--- src/rtl/pes_mul_pkg.sv ---
// rtl/pes_mul_pkg.sv - shared constants, id width helper and tag type for the multiplier arbiter
package pes_mul_pkg;

  localparam int DATA_W   = 32;
  localparam int MAX_ID_W = 3;

  function automatic int id_w(input int n);
    return (n <= 2) ? 1 : $clog2(n);
  endfunction

  typedef struct packed {
    logic                valid;
    logic [MAX_ID_W-1:0] id;
  } tag_t;

endpackage

--- src/rtl/pes_mul_rsp_fifo.sv ---
// rtl/pes_mul_rsp_fifo.sv - first-word-fall-through response FIFO, pointers wrap modulo DEPTH
module pes_mul_rsp_fifo
  import pes_mul_pkg::*;
#(
  parameter int WIDTH = 34,
  parameter int DEPTH = 8
) (
  input  logic             clk,
  input  logic             rst,
  input  logic             wr_en,
  input  logic [WIDTH-1:0] wr_data,
  input  logic             rd_en,
  output logic             rd_valid,
  output logic [WIDTH-1:0] rd_data
);

  localparam int PTR_W = (DEPTH <= 2) ? 1 : $clog2(DEPTH);
  localparam int CNT_W = $clog2(DEPTH + 1);

  logic [WIDTH-1:0] mem [DEPTH];
  logic [PTR_W-1:0] wr_ptr;
  logic [PTR_W-1:0] rd_ptr;
  logic [CNT_W-1:0] count;
  logic             push;
  logic             pop;

  assign rd_valid = (count != '0);
  assign push     = wr_en && (count != CNT_W'(DEPTH));
  assign pop      = rd_en && rd_valid;
  // Empty head reads as zero so rsp_id/rsp_data come out of reset clean.
  assign rd_data  = rd_valid ? mem[rd_ptr] : '0;

  always_ff @(posedge clk) begin
    if (push) begin
      mem[wr_ptr] <= wr_data;
    end
  end

  always_ff @(posedge clk) begin
    if (rst) begin
      wr_ptr <= '0;
      rd_ptr <= '0;
      count  <= '0;
    end else begin
      if (push) begin
        wr_ptr <= (wr_ptr == PTR_W'(DEPTH - 1)) ? '0 : wr_ptr + 1'b1;
      end
      if (pop) begin
        rd_ptr <= (rd_ptr == PTR_W'(DEPTH - 1)) ? '0 : rd_ptr + 1'b1;
      end
      case ({push, pop})
        2'b10:   count <= count + 1'b1;
        2'b01:   count <= count - 1'b1;
        default: count <= count;
      endcase
    end
  end

endmodule

--- src/rtl/pes_mul_arbiter.sv ---
// rtl/pes_mul_arbiter.sv - round-robin sharing of one fixed-latency multiplier among NUM_REQ requesters
// Optional grant/stall statistics ports exist only when PES_MUL_ARB_STATS_EN is defined.
module pes_mul_arbiter
  import pes_mul_pkg::*;
#(
  parameter int NUM_REQ    = 4,
  parameter int PIPE_LAT   = 4,
  parameter int FIFO_DEPTH = 8
) (
  input  logic                        clk,
  input  logic                        rst,
  input  logic [NUM_REQ-1:0]          req_valid,
  input  logic [NUM_REQ*DATA_W-1:0]   req_a,
  input  logic [NUM_REQ*DATA_W-1:0]   req_b,
  output logic [NUM_REQ-1:0]          req_ready,
  output logic [DATA_W-1:0]           mul_a,
  output logic [DATA_W-1:0]           mul_b,
  input  logic [DATA_W-1:0]           mul_f,
  output logic                        rsp_valid,
  output logic [id_w(NUM_REQ)-1:0]    rsp_id,
  output logic [DATA_W-1:0]           rsp_data,
  input  logic                        rsp_ready,
  output logic                        busy
`ifdef PES_MUL_ARB_STATS_EN
  ,
  output logic [31:0]                 stat_issued,
  output logic [31:0]                 stat_stall
`endif
);

  localparam int ID_W  = id_w(NUM_REQ);
  localparam int CNT_W = $clog2(FIFO_DEPTH + 1);

  logic [DATA_W-1:0] a_arr [NUM_REQ];
  logic [DATA_W-1:0] b_arr [NUM_REQ];

  for (genvar i = 0; i < NUM_REQ; i++) begin : g_unpack
    assign a_arr[i] = req_a[i*DATA_W +: DATA_W];
    assign b_arr[i] = req_b[i*DATA_W +: DATA_W];
  end

  logic [ID_W-1:0]  rr;
  logic [ID_W-1:0]  sel;
  logic [ID_W-1:0]  cand;
  logic             found;
  logic [CNT_W-1:0] cnt;
  logic             credit_ok;
  logic             grant;
  logic             pop;

  assign credit_ok = (cnt < CNT_W'(FIFO_DEPTH));
  assign grant     = found && credit_ok && !rst;
  assign pop       = rsp_valid && rsp_ready;
  assign busy      = (cnt != '0);

  // First valid requester at or after rr, wrapping around.
  always_comb begin
    found = 1'b0;
    sel   = '0;
    cand  = '0;
    for (int off = 0; off < NUM_REQ; off++) begin
      cand = ID_W'((int'(rr) + off) % NUM_REQ);
      if (!found && req_valid[cand]) begin
        found = 1'b1;
        sel   = cand;
      end
    end
  end

  always_comb begin
    req_ready = '0;
    if (grant) begin
      req_ready[sel] = 1'b1;
    end
  end

  tag_t issue_tag;
  tag_t tag_pipe [PIPE_LAT];
  tag_t tail;

  always_ff @(posedge clk) begin
    if (rst) begin
      rr        <= '0;
      mul_a     <= '0;
      mul_b     <= '0;
      issue_tag <= '0;
      cnt       <= '0;
    end else begin
      if (grant) begin
        rr        <= (sel == ID_W'(NUM_REQ - 1)) ? '0 : sel + 1'b1;
        mul_a     <= a_arr[sel];
        mul_b     <= b_arr[sel];
        issue_tag <= '{valid: 1'b1, id: MAX_ID_W'(sel)};
      end else begin
        issue_tag <= '0;
      end
      case ({grant, pop})
        2'b10:   cnt <= cnt + 1'b1;
        2'b01:   cnt <= cnt - 1'b1;
        default: cnt <= cnt;
      endcase
    end
  end

  // Tag rides alongside the operands so the tail lines up with mul_f.
  always_ff @(posedge clk) begin
    if (rst) begin
      for (int k = 0; k < PIPE_LAT; k++) begin
        tag_pipe[k] <= '0;
      end
    end else begin
      tag_pipe[0] <= issue_tag;
      for (int k = 1; k < PIPE_LAT; k++) begin
        tag_pipe[k] <= tag_pipe[k-1];
      end
    end
  end

  assign tail = tag_pipe[PIPE_LAT-1];

  logic unused_tail_id;
  assign unused_tail_id = ^tail.id;

  logic [ID_W+DATA_W-1:0] head;

  pes_mul_rsp_fifo #(
    .WIDTH (ID_W + DATA_W),
    .DEPTH (FIFO_DEPTH)
  ) u_rsp_fifo (
    .clk      (clk),
    .rst      (rst),
    .wr_en    (tail.valid),
    .wr_data  ({tail.id[ID_W-1:0], mul_f}),
    .rd_en    (rsp_ready),
    .rd_valid (rsp_valid),
    .rd_data  (head)
  );

  assign rsp_id   = head[DATA_W +: ID_W];
  assign rsp_data = head[DATA_W-1:0];

`ifdef PES_MUL_ARB_STATS_EN
  logic stall;
  assign stall = (|req_valid) && !credit_ok;

  always_ff @(posedge clk) begin
    if (rst) begin
      stat_issued <= '0;
      stat_stall  <= '0;
    end else begin
      if (grant && (stat_issued != 32'hFFFF_FFFF)) begin
        stat_issued <= stat_issued + 32'd1;
      end
      if (stall && (stat_stall != 32'hFFFF_FFFF)) begin
        stat_stall <= stat_stall + 32'd1;
      end
    end
  end
`endif

endmodule

--- config.mk ---
export PLATFORM = sky130hd
export DESIGN_NAME = pes_mul_arbiter
export DESIGN_NICKNAME = d
export VERILOG_FILES = /design/src/rtl/pes_mul_pkg.sv /design/src/rtl/pes_mul_rsp_fifo.sv /design/src/rtl/pes_mul_arbiter.sv
export SDC_FILE = /design/constraint.sdc
export NUM_CORES = 1
export LEC_CHECK = 0
export BUFFER_PORTS_ARGS = -buffer_cell sky130_fd_sc_hd__buf_2
export CAP_MARGIN = 20
export CORE_ASPECT_RATIO = 1.25
export CORE_MARGIN = 5
export CORE_UTILIZATION = 58
export DETAILED_ROUTE_END_ITERATION = 16
export PLACE_DENSITY = 0.86
export SKIP_CTS_REPAIR_TIMING = 1
export SLEW_MARGIN = 20
export SYNTH_ARGS = -nofsm -noshare
export SYNTH_HDL_FRONTEND = slang
export SYNTH_HIERARCHICAL = 1
export SYNTH_SLANG_ARGS = --single-unit
--- constraint.sdc ---
create_clock -name clk -period 9.65 [get_ports clk]
set_input_delay 1.4475 -clock clk [delete_from_list [all_inputs] [get_ports clk]]
set_output_delay 1.4475 -clock clk [all_outputs]
set_load 0.005 [all_outputs]
-- Word level (Yosys, flattened, before mapping)
Memories as Yosys holds them, arrays and structs flattened. A register that Yosys moved wholly into a read port is not among the register bits.
Cells that the tools add are included.
- reductions and logical operators: 17
- bitwise logic cells: 6
- add/sub/neg operators: 10
- equal/unequal tests: 8
- $lt $le $gt $ge: 8
- multiplexer cells: 43
- operators with widths (kind ; count):
    $bmux W32 S2 ; 2
    $mux W32 ; 4
    $mux W34 ; 1
    $mux W4 ; 6
    $pmux W4 S2 ; 2
    $lt A2 B3 Y1 const B ; 5
    $mux W1 ; 14
    $mux W3 ; 4
    $mux W2 ; 5
    $add A4 B1 Y4 const B ; 2
    $bmux W1 S2 ; 4
    $logic_and A1 B1 Y1 ; 8
    $reduce_bool A4 Y1 ; 2
    $sub A4 B1 Y4 const B ; 2
    $add A3 B1 Y3 const B ; 2
    $eq A2 B2 Y1 const B ; 3
    $eq A3 B3 Y1 const B ; 2
    $add A2 B1 Y2 const B ; 2
    $add A2 B2 Y2 const B ; 2
    $eq A2 B1 Y1 const B ; 2
    $logic_not A1 Y1 ; 4
    $lt A4 B4 Y1 const B ; 1
    $ne A4 B4 Y1 const B ; 1
    $or A1 B1 Y1 ; 4
    7 further kinds ; 8
- memories kept: 2
- memory bits (writable): 288
- register bits: 84
- input bits: 295
- logic and storage cells: 104
- output and inout port bits: 104
- memory list (name ; words ; bits a word ; read ports ; clocked after memory_dff ; wr ports ; RTL line ; RTL):
    u_rsp_fifo.mem ; 8 ; 34 ; 1 ; 1 ; 1 ; pes_mul_rsp_fifo.sv:20 ; logic [WIDTH-1:0] mem [DEPTH];
    tag_pipe ; 4 ; 4 ; 4 ; 0 ; 4 ; pes_mul_arbiter.sv:78 ; tag_t tag_pipe [PIPE_LAT];

-- Logic depth before layout (Yosys ltp)
- word-level depth: 17
- gate-level depth with buffers: 11
- depth with buffers taken out: 11

-- Hierarchy
Netlist, hierarchy kept.
- by module, submodules not included (module ; instances ; sequential area each (um^2) ; cells each ; area an instance (um^2)):
    pes_mul_rsp_fifo ; 1 ; 8428.1 ; 516 ; 11039.3
    pes_mul_arbiter ; 1 ; 1701.6 ; 599 ; 5008.6

-- Least setup slack after synthesis
OpenSTA, ideal clock, no wires.
- path kind: reg2reg
- start: register u_rsp_fifo.count[0]
- end: memory u_rsp_fifo.mem[0][0] (enable)
- path slack: 5.243 ns
- stages on the path, launching flop included: 3
- library setup time: 0.510 ns
- data required time: 9.140 ns
- path buffers: 0
- period minus slack after synthesis: 4.407 ns
- data arrival time: 3.897 ns
- cell sequence: dfxtp_1 > o41ai_4 > nor4_1
- word-level cells in the longest chain between the ends: 4
- ends and longest elaborated chain (element ; RTL line ; RTL):
    start: declaration ; pes_mul_rsp_fifo.sv:23 ; logic [CNT_W-1:0] count;
    start signal: assignment ; pes_mul_rsp_fifo.sv:52 ; 2'b10: count <= count + 1'b1;
    start signal: assignment ; pes_mul_rsp_fifo.sv:53 ; 2'b01: count <= count - 1'b1;
    start signal: assignment ; pes_mul_rsp_fifo.sv:54 ; default: count <= count;
    $ne A4 B4 Y1 ; pes_mul_rsp_fifo.sv:28 ; assign push = wr_en && (count != CNT_W'(DEPTH));
    $logic_and A1 B1 Y1 ; pes_mul_rsp_fifo.sv:28 ;
    $mux W1 ; pes_mul_rsp_fifo.sv:34 ; if (push) begin
    $mux W1 (implied by the code) ; pes_mul_rsp_fifo.sv:35 ; mem[wr_ptr] <= wr_data;
    end: declaration ; pes_mul_rsp_fifo.sv:20 ;
Every way passes these cells.

-- Final worst setup path
- start: input req_valid[1]
- end: output req_ready[3]
- word-level cells in the longest chain between the ends: 17
- elaborated cells on any way between the ends: 30
- classes of those cells: order compare (2); mux (19); reduce/logical (9)
- ends and longest elaborated chain (element ; RTL line ; RTL):
    start: declaration ; pes_mul_arbiter.sv:12 ; input logic [NUM_REQ-1:0] req_valid,
    $bmux W1 S2 ; pes_mul_arbiter.sv:63 ; if (!found && req_valid[cand]) begin
    $mux W1 (implied by the code) ; pes_mul_arbiter.sv:63 ;
    $mux W1 ; pes_mul_arbiter.sv:63 ;
    $logic_not A1 Y1 ; pes_mul_arbiter.sv:63 ;
    $logic_and A1 B1 Y1 ; pes_mul_arbiter.sv:63 ;
    $mux W1 ; pes_mul_arbiter.sv:63 ;
    $logic_not A1 Y1 ; pes_mul_arbiter.sv:63 ;
    $logic_and A1 B1 Y1 ; pes_mul_arbiter.sv:63 ;
    $mux W1 ; pes_mul_arbiter.sv:63 ;
    $logic_not A1 Y1 ; pes_mul_arbiter.sv:63 ;
    $logic_and A1 B1 Y1 ; pes_mul_arbiter.sv:63 ;
    $mux W2 ; pes_mul_arbiter.sv:63 ;
    $lt A2 B3 Y1 (implied by the code) or $ge A2 B1 Y1 (tied branches) ; pes_mul_arbiter.sv:73 ; req_ready[sel] = 1'b1;
    $logic_and A1 B1 Y1 (implied by the code) ; pes_mul_arbiter.sv:73 ;
    $mux W1 (implied by the code) ; pes_mul_arbiter.sv:73 ;
    $demux W1 S2 ; pes_mul_arbiter.sv:73 ;
    $mux W4 * ; pes_mul_arbiter.sv:72 ; if (grant) begin
    end: declaration ; pes_mul_arbiter.sv:15 ; output logic [NUM_REQ-1:0] req_ready,
Mark *: on every way between the ends. The rest lies on a longest branch, timed or not. The select of a mux whose other input is x is not followed.

==> impl_table.tex <==
\begin{tabular}{lr}
\hline
Metric & Value \\
\hline
\multicolumn{2}{l}{\textbf{Outcome}} \\
Outcome & finished clean \\
\multicolumn{2}{l}{\textbf{Worst setup path}} \\
Cell repeated most along the worst path & sky130\_fd\_sc\_hd\_\_buf\_2 \\
CP Launch Type & primary input \\
Register-to-Register Setup Slack & 6.54 ns \\
Reg2reg path depth & 11 \\
Critical Path AT & 3.41 ns \\
Required @ worst endpoint & 8.20 ns \\
Launch instance of the worst register-to-register path & u\_rsp\_fifo/count[1] \\
Max FO, Critical Path & 57 \\
CP max stage cell & sky130\_fd\_sc\_hd\_\_a211o\_4 \\
Crit path cell chain & buf\_2 -> nor2b\_1 -> a211o\_4 -> nand2\_1 -> inv\_4 -> ha\_1 -> and2\_1 -> buf\_2 \\
End of the worst register-to-register path & u\_rsp\_fifo/count[2] \\
Crit path largest cell delay & 0.47 ns \\
Critical Path End Type & output pin \\
Kind of critical path & primary input to output pin \\
\multicolumn{2}{l}{\textbf{Synthesis}} \\
Post-Syn Area & 16000 µm² \\
Number of nets produced by synthesis & 1423 \\
Cells after Synth & 1115 \\
YS warnings & 6 \\
Post-synthesis register bit count & 370 \\
Avg Cell Area, Syn & 14.4 µm² \\
Fraction of the yosys area taken by sequential cells & 63.1\% \\
Yosys cell types & 47 \\
\multicolumn{2}{l}{\textbf{Hold path}} \\
Hold Crit Start & issue\_tag[0] \\
Destination of the worst hold path & tag\_pipe[0][0] \\
Hold Path Depth & 1 \\
Classification of the worst-slack hold path & flop to flop \\
\multicolumn{2}{l}{\textbf{Routing}} \\
Detailed Route WL & 46.9 mm \\
Antenna-violating nets left & 0 \\
Number of vias in the routed layout & 11300 \\
Iteration-0 DRC count of the detailed router & 925 \\
First drt pass iteration count & 5 \\
DR vias/cell & 6.06 \\
Average wire per standard cell & 25.0 µm \\
Residual DRC count & 0 \\
\multicolumn{2}{l}{\textbf{Global route}} \\
Number of antenna violations at the first check in global routing & 8 \\
Global-route wire length before repair & 69.3 mm \\
Pin count of the biggest net entering global routing & 87 \\
GRT Total Usage & 29.1\% \\
Total gr overflow & 0 \\
Vias in the first global route & 11600 \\
\multicolumn{2}{l}{\textbf{Clock tree}} \\
Clock tree from TritonCTS & done \\
Clk Tree Root Cell & sky130\_fd\_sc\_hd\_\_clkbuf\_16 \\
Clk\_lat worst skew & 0.54 ns \\
Total number of clock tree sinks & 370 \\
Number of buffers on the longest clock path & 3 \\
Clock-pin transition on the worst setup and hold timing paths & 0.06 ns \\
Number of CTS-inserted buffers & 37 \\
\# H-tree levels & 2 \\
\multicolumn{2}{l}{\textbf{Place}} \\
Area of placed instances & 18300 µm² \\
Detail Placement HPWL & 30.1 mm \\
Total of buffers placed on input and output ports & 398 \\
Placement-stage worst setup slack & 4.78 ns \\
Placer's final routability congestion estimate & 0.933 \\
\multicolumn{2}{l}{\textbf{Finish}} \\
Share of layout cells above drive strength 1 & 37.5\% \\
Final Instance Area & 19600 µm² \\
Number of nets at the end of the flow & 1797 \\
Register cell area after layout & 10100 µm² \\
Layout fillers & 1769 \\
Total area of multi-input combinational cells & 5590 µm² \\
Area delta synth->final & 21.9\% \\
\multicolumn{2}{l}{\textbf{Timing}} \\
Final Max Slew Viols & 0 \\
RSZ-0062 raised after global routing & false \\
Setup-violating endpoint count in the final report & 0 \\
Post-route setup TNS & 0 ns \\
Post-layout minimum cycle time & 4.85 ns \\
Final WS setup & 4.80 ns \\
Hold violation total from the final report & 0 \\
Maximum clock frequency & 0.206 GHz \\
Slew at the pin closest to its max-slew limit & 0.984 ns \\
Crit share post-route & 50.3\% \\
Tightest slew margin relative to the limit & 34.4\% \\
Worst clock skew & 0.0211 ns \\
\multicolumn{2}{l}{\textbf{Floorplan}} \\
Number of top-level pins & 399 \\
Standard-cell row count & 68 \\
Vertical die dimension & 196 µm \\
Core Region & 27500 µm² \\
Starting density of the core & 58.4\% \\
Die Outline Area & 31100 µm² \\
Die boundary width & 159 µm \\
\multicolumn{2}{l}{\textbf{Power}} \\
Combinational power share & 18.2\% \\
Leak Pwr & 7.54 nW \\
Net load switching power & 1.12 mW \\
Pwr per Cell Area & 208 nW/µm² \\
Portion of total power attributed to sequential cells & 46.2\% \\
Total power & 4.06 mW \\
Proportion of power drawn by the clock network & 35.6\% \\
Switching part of the total & 27.6\% \\
Max VDD drop & 139 µV \\
Cell-internal power & 2.94 mW \\
\multicolumn{2}{l}{\textbf{Flow run}} \\
Maximum Capacitance Violations & 0 \\
\hline
\end{tabular}
==> stage by stage <==
stage | utilization (%) | instances | hold WS (ns)
finish | 71.2 | 1873 | 0.434
global route | 71.2 | 1873 | 0.448
CTS | 71.1 | 1868 | 0.439
detailed placement | 66.7 | 1800 | 0.422
global placement | 66.7 | 1800 | 0.416
floorplan | - | 1115 | 0.414
==> placed cells by master, fill, tap and decap left out, types with 3 or more instances in the layout <==
| cell type | count |
|---|---|
| sky130_fd_sc_hd__and3_1 | 64 |
| sky130_fd_sc_hd__nand3_1 | 3 |
| sky130_fd_sc_hd__xor2_1 | 5 |
| sky130_fd_sc_hd__dfxtp_1 | 95 |
| sky130_fd_sc_hd__o21ai_1 | 33 |
| sky130_fd_sc_hd__diode_2 | 5 |
| sky130_fd_sc_hd__inv_2 | 4 |
| sky130_fd_sc_hd__nand2_1 | 73 |
| sky130_fd_sc_hd__nor2b_1 | 19 |
| sky130_fd_sc_hd__a21oi_1 | 10 |
| sky130_fd_sc_hd__buf_2 | 398 |
| sky130_fd_sc_hd__and2_1 | 5 |
| sky130_fd_sc_hd__nor2_4 | 4 |
| sky130_fd_sc_hd__ha_1 | 13 |
| sky130_fd_sc_hd__o211ai_1 | 64 |
| sky130_fd_sc_hd__a21boi_0 | 64 |
| sky130_fd_sc_hd__bufinv_16 | 4 |
| sky130_fd_sc_hd__clkinv_2 | 10 |
| sky130_fd_sc_hd__nor3_1 | 3 |
| sky130_fd_sc_hd__edfxtp_1 | 272 |
| sky130_fd_sc_hd__or3_1 | 3 |
| sky130_fd_sc_hd__nor3_2 | 3 |
| sky130_fd_sc_hd__buf_4 | 20 |
| sky130_fd_sc_hd__clkbuf_1 | 4 |
| sky130_fd_sc_hd__clkinv_1 | 6 |
| sky130_fd_sc_hd__mux2i_1 | 104 |
| sky130_fd_sc_hd__mux4_2 | 68 |
| sky130_fd_sc_hd__nand2b_1 | 4 |
| sky130_fd_sc_hd__clkbuf_16 | 37 |
| sky130_fd_sc_hd__o21ai_0 | 35 |
| sky130_fd_sc_hd__inv_1 | 4 |
| sky130_fd_sc_hd__nor2_1 | 50 |
==> flip-flops by register name, summed over array words and instances (netlist names), named ones only <==
signal	cells
u_rsp_fifo/mem	272
u_rsp_fifo/wr_ptr	3
u_rsp_fifo/rd_ptr	3
issue_tag	3
cnt	4
rr	2
tag_pipe	12
u_rsp_fifo/count	4
mul_b	32
mul_a	32
==> per-layer routing <==
metal  vias to the layer above  track usage (%)  part of all wire, %
met5                         -                0                0.077
met3                       111             10.4                   12
met1                      5470             34.9                   34
met4                         6             11.4                  3.9
met2                       728             48.4                   50
li1                       5034                -                    -
==> critical path: cells and delay by family <==
kind / cells / cell delay (ns)
adders and majority gates: 1 / 0.27
AOI/OAI and AO/OA: 1 / 0.47
buffers and inverters: 3 / 0.64
and+or+nand+nor: 3 / 0.57
==> layout make-up <==
class,instances,area share (%)
Timing Repair Buffer,418,11.0
Clock buffer,41,4.81
Clock inverter,27,1.36
Multi-Input combinational cell,653,28.6
Sequential cell,370,51.8
Inverter,9,0.186
Antenna cell,5,0.0640
Tap cell,350,2.24
==> synth_stat cells, drive strengths merged <==
cell type	count	share of area (%)
inv	9	0.21
and3b	2	0.11
nor2b	20	0.78
nand3b	1	0.047
o21ai	68	2.1
mux4	68	9.5
or4	1	0.047
nor2	54	1.3
or2	1	0.039
mux2	2	0.14
buf	39	1.4
a21oi	10	0.31
xor2	5	0.27
nand4b	1	0.055
nand3	4	0.16
nor3b	1	0.047
o41ai	1	0.17
o211ai	64	3.0
ha	13	1.0
nor3	7	0.22
o31ai	1	0.047
a31oi	1	0.078
edfxtp	272	51
dfxtp	98	12
a211o	1	0.055
a22oi	1	0.047
a211oi	1	0.047
a21boi	64	3.0
and2	5	0.19
and3	64	2.5
o21bai	3	0.14
o21a	1	0.047
or3	3	0.12
nor4	2	0.17
nand2b	4	0.16
clkbuf	44	1.0
nand2	74	1.7
a21o	1	0.047
mux2i	104	6.5
==> cells by family (layout without fill, tap and decap cells) <==
logic type	count (synthesis)	count (layout)	share of synthesized area [%]
DFF	370	370	63.1
and+or+nand+nor	244	244	7.67
AOI/OAI and AO/OA	217	217	9.10
muxes	174	174	16.2
buffers and inverters	92	495	2.65
adders and majority gates	13	13	1.01
xor gates and xnor gates	5	5	0.273
other	0	5	0
==> power by group through the flow <==
stage / combinational, mW / sequential (mW) / clock (mW)
finish: 0.740 / 1.88 / 1.45
floorplan: 0.413 / 1.90 / 0
global route: 0.805 / 1.89 / 1.53
CTS: 0.740 / 1.88 / 1.46
detailed placement: 0.735 / 1.91 / 0
global placement: 0.718 / 1.90 / 0
==> worst max-delay path by stage <==
| stage | slack, ns | end | cells after the start | startpoint |
|---|---|---|---|---|
| 3_3_place_gp | 4.88 | req_ready[3] | 8 | req_valid[1] |
| 3_5_place_dp | 4.78 | req_ready[3] | 8 | req_valid[1] |
| 2_1_floorplan | 5.24 | u_rsp_fifo/mem[0][0] | 2 | u_rsp_fifo/count[0] |
| 5_1_grt | 4.59 | req_ready[3] | 8 | req_valid[1] |
| 6_report | 4.80 | req_ready[3] | 8 | req_valid[1] |
| 4_1_cts | 4.76 | req_ready[3] | 8 | req_valid[1] |
No activity file was read; power rests on OpenSTA's default activity.
